==> src/rtl/reg_file_param.sv <==
// ---------------------------------------------------------------------------
// reg_file_param
//
// Clocked 2^ADDR_W x DATA_W register file sitting between the datapath ALU
// (A/B operand reads, C result write) and the board debug display mux.
// It has two registered read ports, one write port, an optional write-first
// bypass, an optional hard-wired zero entry, a sequential scrub engine that
// zeroes every entry one per cycle, and a registered two-entry debug window.
//
// Parameters
//   DATA_W  : entry width in bits
//   ADDR_W  : address width, DEPTH = 2^ADDR_W
//   ZERO_R0 : 1 -> entry 0 always reads 0 and writes to it are discarded
//   BYPASS  : 1 -> a read of the entry written at the same edge sees new data
//
// Ports
//   clk     : system clock, rising-edge active
//   clear   : synchronous active-high reset, overrides everything
//   a_addr  : read port A address      a_data : registered read data A
//   b_addr  : read port B address      b_data : registered read data B
//   c_addr  : write address            c_data : write data
//   load    : write enable (ignored while scrubbing)
//   scrub   : start a full zeroing sequence (sampled in IDLE only)
//   busy    : high while the scrub sequence is running
//   m_state : debug window base index
//   m_data  : registered {mem[m_state], mem[m_state+1 mod DEPTH]}
// ---------------------------------------------------------------------------
module reg_file_param #(
   parameter int DATA_W  = 16,
   parameter int ADDR_W  = 4,
   parameter int ZERO_R0 = 0,
   parameter int BYPASS  = 1
) (
   input  logic                  clk,
   input  logic                  clear,
   input  logic [ADDR_W-1:0]     a_addr,
   input  logic [ADDR_W-1:0]     b_addr,
   input  logic [ADDR_W-1:0]     c_addr,
   input  logic [DATA_W-1:0]     c_data,
   input  logic                  load,
   input  logic                  scrub,
   output logic                  busy,
   output logic [DATA_W-1:0]     a_data,
   output logic [DATA_W-1:0]     b_data,
   input  logic [ADDR_W-1:0]     m_state,
   output logic [2*DATA_W-1:0]   m_data
);

   localparam int DEPTH = 1 << ADDR_W;

   localparam logic [0:0] ST_IDLE  = 1'b0;
   localparam logic [0:0] ST_SCRUB = 1'b1;

   localparam logic [ADDR_W-1:0] ADDR_ZERO = {ADDR_W{1'b0}};
   localparam logic [ADDR_W-1:0] ADDR_LAST = {ADDR_W{1'b1}};
   localparam logic [DATA_W-1:0] DATA_ZERO = {DATA_W{1'b0}};

   logic [DATA_W-1:0]   mem_r [DEPTH];
   logic [0:0]          state_r;
   logic [ADDR_W-1:0]   idx_r;
   logic                busy_r;
   logic [DATA_W-1:0]   a_data_r;
   logic [DATA_W-1:0]   b_data_r;
   logic [2*DATA_W-1:0] m_data_r;

   logic                wr_req_s;
   logic                wr_en_s;
   logic [ADDR_W-1:0]   wr_addr_s;
   logic [DATA_W-1:0]   wr_data_s;
   logic [ADDR_W-1:0]   m_next_addr_s;
   logic [DATA_W-1:0]   a_next_s;
   logic [DATA_W-1:0]   b_next_s;
   logic [2*DATA_W-1:0] m_next_s;

   // Value a read port captures for addr: zero entry first, then the write
   // committing at this edge (write-first bypass), otherwise stored contents.
   function automatic logic [DATA_W-1:0] port_value(
      input logic [ADDR_W-1:0] addr,
      input logic [DATA_W-1:0] stored,
      input logic              we,
      input logic [ADDR_W-1:0] wa,
      input logic [DATA_W-1:0] wd
   );
      logic [DATA_W-1:0] val;
      if ((ZERO_R0 != 0) && (addr == ADDR_ZERO)) begin
         val = DATA_ZERO;
      end else if ((BYPASS != 0) && we && (wa == addr)) begin
         val = wd;
      end else begin
         val = stored;
      end
      return val;
   endfunction

   // Select the single write source: host port in IDLE, zero at idx while scrubbing.
   always_comb begin
      wr_req_s  = 1'b0;
      wr_addr_s = c_addr;
      wr_data_s = c_data;
      case (state_r)
         ST_IDLE: begin
            wr_req_s  = load;
            wr_addr_s = c_addr;
            wr_data_s = c_data;
         end
         ST_SCRUB: begin
            wr_req_s  = 1'b1;
            wr_addr_s = idx_r;
            wr_data_s = DATA_ZERO;
         end
         default: begin
            wr_req_s  = 1'b0;
            wr_addr_s = c_addr;
            wr_data_s = c_data;
         end
      endcase
   end

   // Writes to the hard-wired zero entry never commit.
   assign wr_en_s = wr_req_s && !((ZERO_R0 != 0) && (wr_addr_s == ADDR_ZERO));

   // Second debug entry wraps naturally in ADDR_W-bit arithmetic.
   assign m_next_addr_s = m_state + ADDR_W'(1);

   // Next values for the read ports and the debug window.
   always_comb begin
      a_next_s = port_value(a_addr, mem_r[a_addr], wr_en_s, wr_addr_s, wr_data_s);
      b_next_s = port_value(b_addr, mem_r[b_addr], wr_en_s, wr_addr_s, wr_data_s);
      m_next_s = {port_value(m_state, mem_r[m_state], wr_en_s, wr_addr_s, wr_data_s),
                  port_value(m_next_addr_s, mem_r[m_next_addr_s], wr_en_s,
                             wr_addr_s, wr_data_s)};
   end

   // Storage array: clear zeroes every entry, otherwise commit the selected write.
   always_ff @(posedge clk) begin
      if (clear) begin
         for (int i = 0; i < DEPTH; i++) begin
            mem_r[i] <= DATA_ZERO;
         end
      end else if (wr_en_s) begin
         mem_r[wr_addr_s] <= wr_data_s;
      end else begin
         mem_r[wr_addr_s] <= mem_r[wr_addr_s];
      end
   end

   // Registered read ports and debug window.
   always_ff @(posedge clk) begin
      if (clear) begin
         a_data_r <= DATA_ZERO;
         b_data_r <= DATA_ZERO;
         m_data_r <= {DATA_ZERO, DATA_ZERO};
      end else begin
         a_data_r <= a_next_s;
         b_data_r <= b_next_s;
         m_data_r <= m_next_s;
      end
   end

   // Scrub FSM: one zero write per cycle, exits on the edge that zeroes the
   // last entry; idx holds there instead of wrapping into a second pass.
   always_ff @(posedge clk) begin
      if (clear) begin
         state_r <= ST_IDLE;
         idx_r   <= ADDR_ZERO;
         busy_r  <= 1'b0;
      end else begin
         case (state_r)
            ST_IDLE: begin
               if (scrub) begin
                  state_r <= ST_SCRUB;
                  idx_r   <= ADDR_ZERO;
                  busy_r  <= 1'b1;
               end else begin
                  state_r <= ST_IDLE;
                  idx_r   <= idx_r;
                  busy_r  <= 1'b0;
               end
            end
            ST_SCRUB: begin
               if (idx_r == ADDR_LAST) begin
                  state_r <= ST_IDLE;
                  idx_r   <= idx_r;
                  busy_r  <= 1'b0;
               end else begin
                  state_r <= ST_SCRUB;
                  idx_r   <= idx_r + ADDR_W'(1);
                  busy_r  <= 1'b1;
               end
            end
            default: begin
               state_r <= ST_IDLE;
               idx_r   <= ADDR_ZERO;
               busy_r  <= 1'b0;
            end
         endcase
      end
   end

   assign busy   = busy_r;
   assign a_data = a_data_r;
   assign b_data = b_data_r;
   assign m_data = m_data_r;

endmodule

==> config.mk <==
export PLATFORM = sky130hd
export DESIGN_NAME = reg_file_param
export DESIGN_NICKNAME = d
export VERILOG_FILES = /design/src/rtl/reg_file_param.sv
export SDC_FILE = /design/constraint.sdc
export NUM_CORES = 1
export LEC_CHECK = 0
export CAP_MARGIN = 20
export CORE_MARGIN = 3
export CORE_UTILIZATION = 61
export DETAILED_ROUTE_END_ITERATION = 8
export PLACE_DENSITY = 0.81
export SLEW_MARGIN = 20
export SYNTH_ARGS = -nofsm -noshare
export SYNTH_HDL_FRONTEND = slang
export SYNTH_SLANG_ARGS = --single-unit
==> constraint.sdc <==
create_clock -name clk -period 3.4 [get_ports clk]
set_clock_uncertainty 0.2 [all_clocks]
set_input_delay 0.68 -clock clk [delete_from_list [all_inputs] [get_ports clk]]
set_output_delay 0.68 -clock clk [all_outputs]
set_load 0.05 [all_outputs]
# After elaboration in Yosys (flattened, before gate mapping)
# Memories as Yosys holds them, arrays and structs flattened. A register that Yosys moved wholly into a read port is not among the register bits.
# Cells that the tools add are included.
dict set report op_classes {
  addsub 2
  bitwise 2
  n_shift 0
  n_reduce_logical 3
  div_mod_pow 0
  n_mux 21
  eq_ne 4
  order_cmp 0
  n_mul 0
}
# cell count
set ops {}
lappend ops {{16-bit two-way mux} 2}
lappend ops {{16-bit case mux with 2 select lines} 1}
lappend ops {{4-bit case mux with 2 select lines} 2}
lappend ops {{16-bit OR reduction} 1}
lappend ops {{4-bit two-way mux} 3}
lappend ops {{1-bit two-way mux} 11}
lappend ops {{4-bit by 1-bit adder with 4-bit output, second input constant} 2}
lappend ops {{4-bit equality test, second input constant} 1}
lappend ops {{2-bit inequality test, second input constant} 2}
lappend ops {{1-bit case mux with 2 select lines} 2}
lappend ops {{2-bit AND reduction} 2}
lappend ops {{0-bit inequality test} 1}
lappend ops {{1-bit NOT} 1}
lappend ops {{1-bit bitwise OR} 1}
dict set report totals {
  out_inout_bits 65
  latch_bits 0
  inputBits 36
  ram_bits 256
  wordCells 35
  regBits 5
  memories 1
  romBits 0
}
# name depth width rd rd_clocked_by_memory_dff wr line_no
set mem_list {}
lappend mem_list {mem_r 16 16 4 4 16 58} ;# logic [DATA_W-1:0] mem_r [DEPTH];

# Logic depth before layout (Yosys ltp)
# Gate-level depths: netlist of run 1.
dict set report depth {
  ltp_word 9
  mapped_depth 9
  ltp_nobuf 6
}

# Least setup slack after synthesis of run 1
# OpenSTA, ideal clock, no wires.
dict set report synth_timing {
  kind {register to register}
  startpoint {register busy (netlist name)}
  endpoint {memory mem_r[9][0], enable pin}
  stages_incl_launch_ff 9
  setup_slack_ns 0.187
  synth_period_minus_slack_ns 3.213
  t_arrival_ns 2.641
  setup_time_ns 0.372
  n_path_buf 3
  t_required_ns 2.828
  path_cell_list {dfxtp_1 > buf_4 > buf_2 > mux2i_1 > inv_2 > nor3_1 > nand2_1 > clkbuf_1 > nand2_1}
}
# item line_no
set synth_lines {}
lappend synth_lines {{end, declared} 58}

==> impl_metrics.tcl, run 1 <==
set metrics [dict create \
    dieWidth_um 183 \
    seq_power_share 0.438 \
    grt_pass1_wl_um 96600 \
    cp-end-kind "register" \
    cts_max_level 2 \
    cp.required_ps 3400 \
    area_delta_synth_final_pct 16.4 \
    rsz0062_at_grt "no" \
    final_common_cell "mux4_2" \
    finalHoldViolCount 0 \
    dpl.cell_count 1800 \
    crit_type "reg2reg" \
    yosys_warnings 0 \
    combPwrFrac 0.206 \
    cp_max_fo 10 \
    dp_slack_ps 110 \
    clock_latency_ps 530 \
    fin_crit_ps 3120 \
    dpl_cell_area_mm2 0.0210 \
    cts_hold_buf 0 \
    post-route-cell-area_mm2 0.0221 \
    ys_seq_elements 325 \
    setup_viol 0 \
    dpl.hpwl_um 42400 \
    cpPeakStageDelay_ps 940 \
    rows 64 \
    first_pass_iters 7 \
    relSlewSlack 0.212 \
    clock-sinks 325 \
    ys.flop_type "edfxtp_1" \
    layout.cells.non_filler 1863 \
    cp-start-kind "register" \
    netSwitchingPower_mw 3.01 \
    ctsResizeCount 0 \
    grt_pass1_vias 14600 \
    netlist_instances 1325 \
    clock_path_buffers 3 \
    fillCellCount 1870 \
    internal_power_mw 7.67 \
    antenna_found_initial 1 \
    fp.dieH_um 183 \
    portBuffers 100 \
    yosysSeqAreaShare 0.477 \
    grt_use_total 0.403 \
    layout_common_cells "mux4_2 (272), nor2_1 (269), edfxtp_1 (256)" \
    start_util 0.620 \
    core_mm2 0.0307 \
    async_flop_share 0 \
    finalMaxSlewViolations 0 \
    vdd_drop_max_v 0.000313 \
    path_clk_slew_ps 60 \
    cp_slowest_cell "o32ai_1" \
    fmax_mhz 321 \
    ioPinCount 101 \
    avgSynthCellArea_um2 14.4 \
    switching_share 0.282 \
    wire_per_inst_um 35.8 \
    drt-total-wl_um 66700 \
    p_leak_nw 7.60 \
    synth_cell_types 47 \
    synth-edff-count 256 \
    ant_nets 0 \
    routed_via_density 7.96 \
    fin_crit_sh 0.917 \
    gp_congestion 0.956 \
    status "finished, final reports clean" \
    cts_tree "done" \
    setup_tns_ps 0 \
    worstMarginPinSlew_ps 1180 \
    nets 1478 \
    grt_max_degree 67 \
    via_count 14800 \
    synth_area_mm2 0.0190 \
    holdCritPathClass "reg2reg" \
    drc_errors 0 \
    fin_ws_ps 282 \
    cp.arrival_ps 3120 \
    drive_gt1_frac 0.326 \
    worstPathCellList "buf_4 > inv_2 > o32ai_1 > nand2_1 > nand2_1 > buf_4" \
    drtIter0Drc 3102 \
    grt_overflow 0 \
    fp.dieArea_mm2 0.0333 \
    synthesis.nets 1363 \
    cap_violations 0 \
    p_clk_frac 0.356 \
    post_cts_buffers 0 \
    cts_buffers 34 \
    p_per_area_mw_per_mm2 482 \
    cts_root_buf "clkbuf_16" \
]
-- worst paths after layout --
| path | slack, ps | end | cells past startpoint | start |
|---|---|---|---|---|
| worst max-delay path | 280 | mem_r[1][13] | 6 | busy |
| worst min-delay path | 420 | idx_r[0] | 2 | idx_r[0] |
| worst max register to register | 280 | mem_r[1][13] | 6 | busy |
| worst min register to register | 420 | idx_r[0] | 2 | idx_r[0] |
-- layout make-up --
cell class | count | area (um^2) | area share
Clock buffer | 50 | 1020 | 0.0463
Inverter | 23 | 86.3 | 0.00390
Tap cell | 396 | 495 | 0.0224
Timing Repair Buffer | 225 | 2070 | 0.0936
Multi-Input combinational cell | 831 | 9290 | 0.419
Clock inverter | 12 | 108 | 0.00486
Antenna cell | 1 | 2.50 | 0.000113
Sequential cell | 325 | 9070 | 0.409
-- synth_stat cells (all sizes together), types with 4 or more instances --
library cell / count / area share
a221oi: 49 / 0.023
edfxtp: 256 / 0.40
xnor2: 9 / 0.0045
nand4: 5 / 0.0016
buf: 50 / 0.013
dfxtp: 69 / 0.073
nand2: 51 / 0.010
nor3: 8 / 0.0021
o21bai: 5 / 0.0020
clkinv: 16 / 0.0032
o22ai: 59 / 0.023
mux4: 272 / 0.32
xor2: 8 / 0.0037
nor2b: 8 / 0.0026
nand3: 4 / 0.0011
inv: 7 / 0.0014
a22o: 51 / 0.023
clkbuf: 96 / 0.019
mux2i: 5 / 0.0037
nor2: 269 / 0.053
-- state kept, by name, indices dropped and copies added, names as in the netlist --
signal and cells:
b_data 16, m_data 32, busy 1, idx_r 4, mem_r 256, a_data 16
-- power by group through the flow --
stage	registers [mW]	clock network, mW	logic, mW
floorplan	4.95	0	1.13
global placement	4.72	0	2.10
detailed placement	4.74	0	2.12
CTS	4.66	3.78	2.14
global route	4.69	3.94	2.24
finish	4.67	3.80	2.20
-- stage by stage --
stage | util | hold WS (ps) | power [mW]
after floorplan | - | 330 | 6.08
after global placement | 0.685 | 382 | 6.82
after detailed placement | 0.685 | 409 | 6.86
after CTS | 0.722 | 417 | 10.6
after global routing | 0.722 | 431 | 10.9
final | 0.722 | 423 | 10.7
-- layer usage --
layer / global-route usage / up-vias / part of all wire
met2: 0.593 / 1701 / 0.44
met5: 0.0148 / - / 0.0013
met1: 0.498 / 7111 / 0.29
li1: - / 5594 / -
met3: 0.154 / 410 / 0.18
met4: 0.275 / 5 / 0.091
-- logic make-up (layout without fill, tap and decap cells) --
logic type	after synthesis	count (layout)	share of synthesized area
compound gates	180	180	0.0771
xor+xnor	17	17	0.00822
fa+ha+maj	2	2	0.00132
buf+inv	169	310	0.0364
flops	325	325	0.477
mux	278	278	0.326
other cells	0	1	0
simple gates	354	354	0.0739
-- critical path: cells and delay by family (launching register included) --
kind,cells,cell delay [ps]
flip-flops,1,630
AND/OR/NAND/NOR,2,400
AO/OA/AOI/OAI,1,940
buffers and inverters,3,620
No activity file was read; power rests on OpenSTA's default activity.
==> run 2: changes to the inputs <==
--- a/config.mk
+++ b/config.mk
@@ -8,5 +8,6 @@
 export CAP_MARGIN = 20
-export CORE_MARGIN = 3
+export CORE_MARGIN = 2
 export CORE_UTILIZATION = 61
 export DETAILED_ROUTE_END_ITERATION = 8
+export MAX_ROUTING_LAYER = met4
 export PLACE_DENSITY = 0.81
==> constraint.sdc (replaced) <==
create_clock -name clk -period 3.4 [get_ports clk]
set_clock_uncertainty 0.2 [all_clocks]
set_input_delay 0.34 -clock clk [delete_from_list [all_inputs] [get_ports clk]]
set_output_delay 0.34 -clock clk [all_outputs]
set_load 0.05 [all_outputs]
==> impl_metrics.tcl, run 2 (synthesized netlist as in run 1, its figures left out) <==
set metrics [dict create \
    status "finished, final reports clean" \
    drive_gt1_frac 0.324 \
    relSlewSlack 0.0932 \
    reg2reg_depth 5 \
    grt_pass1_wl_um 101000 \
    multiInputGateArea_mm2 0.00928 \
    via_count 15100 \
    cp.required_ps 3620 \
    cp_max_fo 13 \
    finalMaxSlewViolations 0 \
    p_clk_frac 0.368 \
    fp.dieH_um 181 \
    cp_slowest_cell "nand2b_1" \
    clock-sinks 325 \
    switching_share 0.281 \
    rows 64 \
    grt_overflow 0 \
    cts_hold_buf 0 \
    crit_cells 5 \
    final_common_cell "mux4_2" \
    antenna_found_initial 2 \
    dpl.hpwl_um 44300 \
    fin_crit_sh 0.995 \
    worst_hold_slack_ps 261 \
    crit_family "simple AND/OR/NAND/NOR gates" \
    largest_register "mem_r" \
    layout_common_cells "mux4_2 (272), nor2_1 (269), edfxtp_1 (256)" \
    cts_tree "done" \
    crit_type "reg2reg" \
    cts_buffers 34 \
    grt_max_degree 87 \
    nets 1471 \
    fillCellCount 1853 \
    clock_latency_ps 530 \
    rsz0062_at_grt "no" \
    seq_area_mm2 0.00907 \
    gp_congestion 1.01 \
    largest_reg_flops 256 \
    holdCritPathClass "in2reg" \
    worstMarginPinSlew_ps 1360 \
    wire_per_inst_um 37.2 \
    drtIter0Drc 3052 \
    vdd_drop_max_v 0.000416 \
    cts_max_level 2 \
    area_delta_synth_final_pct 16.4 \
    setup_tns_ps 0 \
    holdPathStages 3 \
    drt-total-wl_um 69100 \
    cp-start-kind "register" \
    portBuffers 100 \
    path_clk_slew_ps 60 \
    seq_power_share 0.431 \
    start_util 0.620 \
    ant_nets 0 \
    fp.dieArea_mm2 0.0326 \
    ctsResizeCount 0 \
    clock_path_buffers 3 \
    finalHoldViolCount 0 \
    drc_errors 0 \
    cp.arrival_ps 3600 \
    setup_viol 0 \
    dieWidth_um 181 \
    netSwitchingPower_mw 3.06 \
    worstPathCellList "mux2i_2 > xor2_1 > nand4_1 > nand2b_1 > o22ai_1" \
    core_mm2 0.0307 \
    p_leak_nw 7.60 \
    path_buf_inv 0 \
    ioPinCount 101 \
    cap_violations 0 \
    grt_pass1_vias 15200 \
    cpPeakStageDelay_ps 780 \
    fmax_mhz 295 \
    combPwrFrac 0.201 \
    grt_use_total 0.446 \
    cp-end-kind "register" \
    post_cts_buffers 0 \
    first_pass_iters 7 \
    p_per_area_mw_per_mm2 492 \
    routed_via_density 8.15 \
    internal_power_mw 7.84 \
    cts_root_buf "clkbuf_16" \
    fin_crit_ps 3380 \
]
-- run 2: cell types whose count changed in the layout (fill, tap and decap cells not counted), moves of 2 or more --
cell and change:
bufinv_16 +2, buf_4 -6, nor2b_2 -2, nor2b_1 +2
-- run 2: worst min-delay path, delay by kind of cell --
| family | cells | cell delay [ps] |
|---|---|---|
| AOI/OAI and AO/OA | 1 | 100 |
| buffers and inverters | 1 | 400 |
| and+or+nand+nor | 1 | 110 |
-- run 2: final cells by class --
cell class              instances  area share
multi-input cells             831       0.419
diodes                          2    0.000226
inverters                      23     0.00390
clock buffers                  49      0.0466
repair buffers                218      0.0907
well taps                     396      0.0224
flip-flops and latches        325       0.410
clock inverters                13     0.00729
-- run 2: stage by stage --
stage,util,instances,instance area [um^2],setup slack [ps],total power [mW]
after global placement,0.683,1793,20900,86.4,6.83
after detailed placement,0.683,1793,20900,271,6.88
after floorplan,-,1325,19000,187,6.08
after CTS,0.722,1855,22100,252,10.8
final,0.722,1857,22100,15.3,10.9
after global routing,0.722,1857,22100,11.1,11.1
-- run 2: power groups by stage --
stage	Sequential, mW	Combinational, mW	Clock (mW)
global placement	4.74	2.09	0
floorplan	4.95	1.13	0
global route	4.71	2.23	4.14
detailed placement	4.76	2.12	0
finish	4.69	2.19	4.01
CTS	4.68	2.13	3.99
-- run 2: per-layer routing --
metal / up-vias / global-route usage / part of all wire
li1: 5595 / - / -
met1: 7274 / 0.527 / 0.29
met2: 1711 / 0.631 / 0.44
met3: 560 / 0.156 / 0.17
met4: 0 / 0.335 / 0.11
met5: - / - / 0
-- run 2: worst paths after layout --
check             startpoint         end  slack (ps)
setup reg to reg        busy  b_data[13]          20
setup / recovery        busy  b_data[13]          20
hold reg to reg     idx_r[0]    idx_r[0]         430
hold / removal     c_data[6]   m_data[6]         260
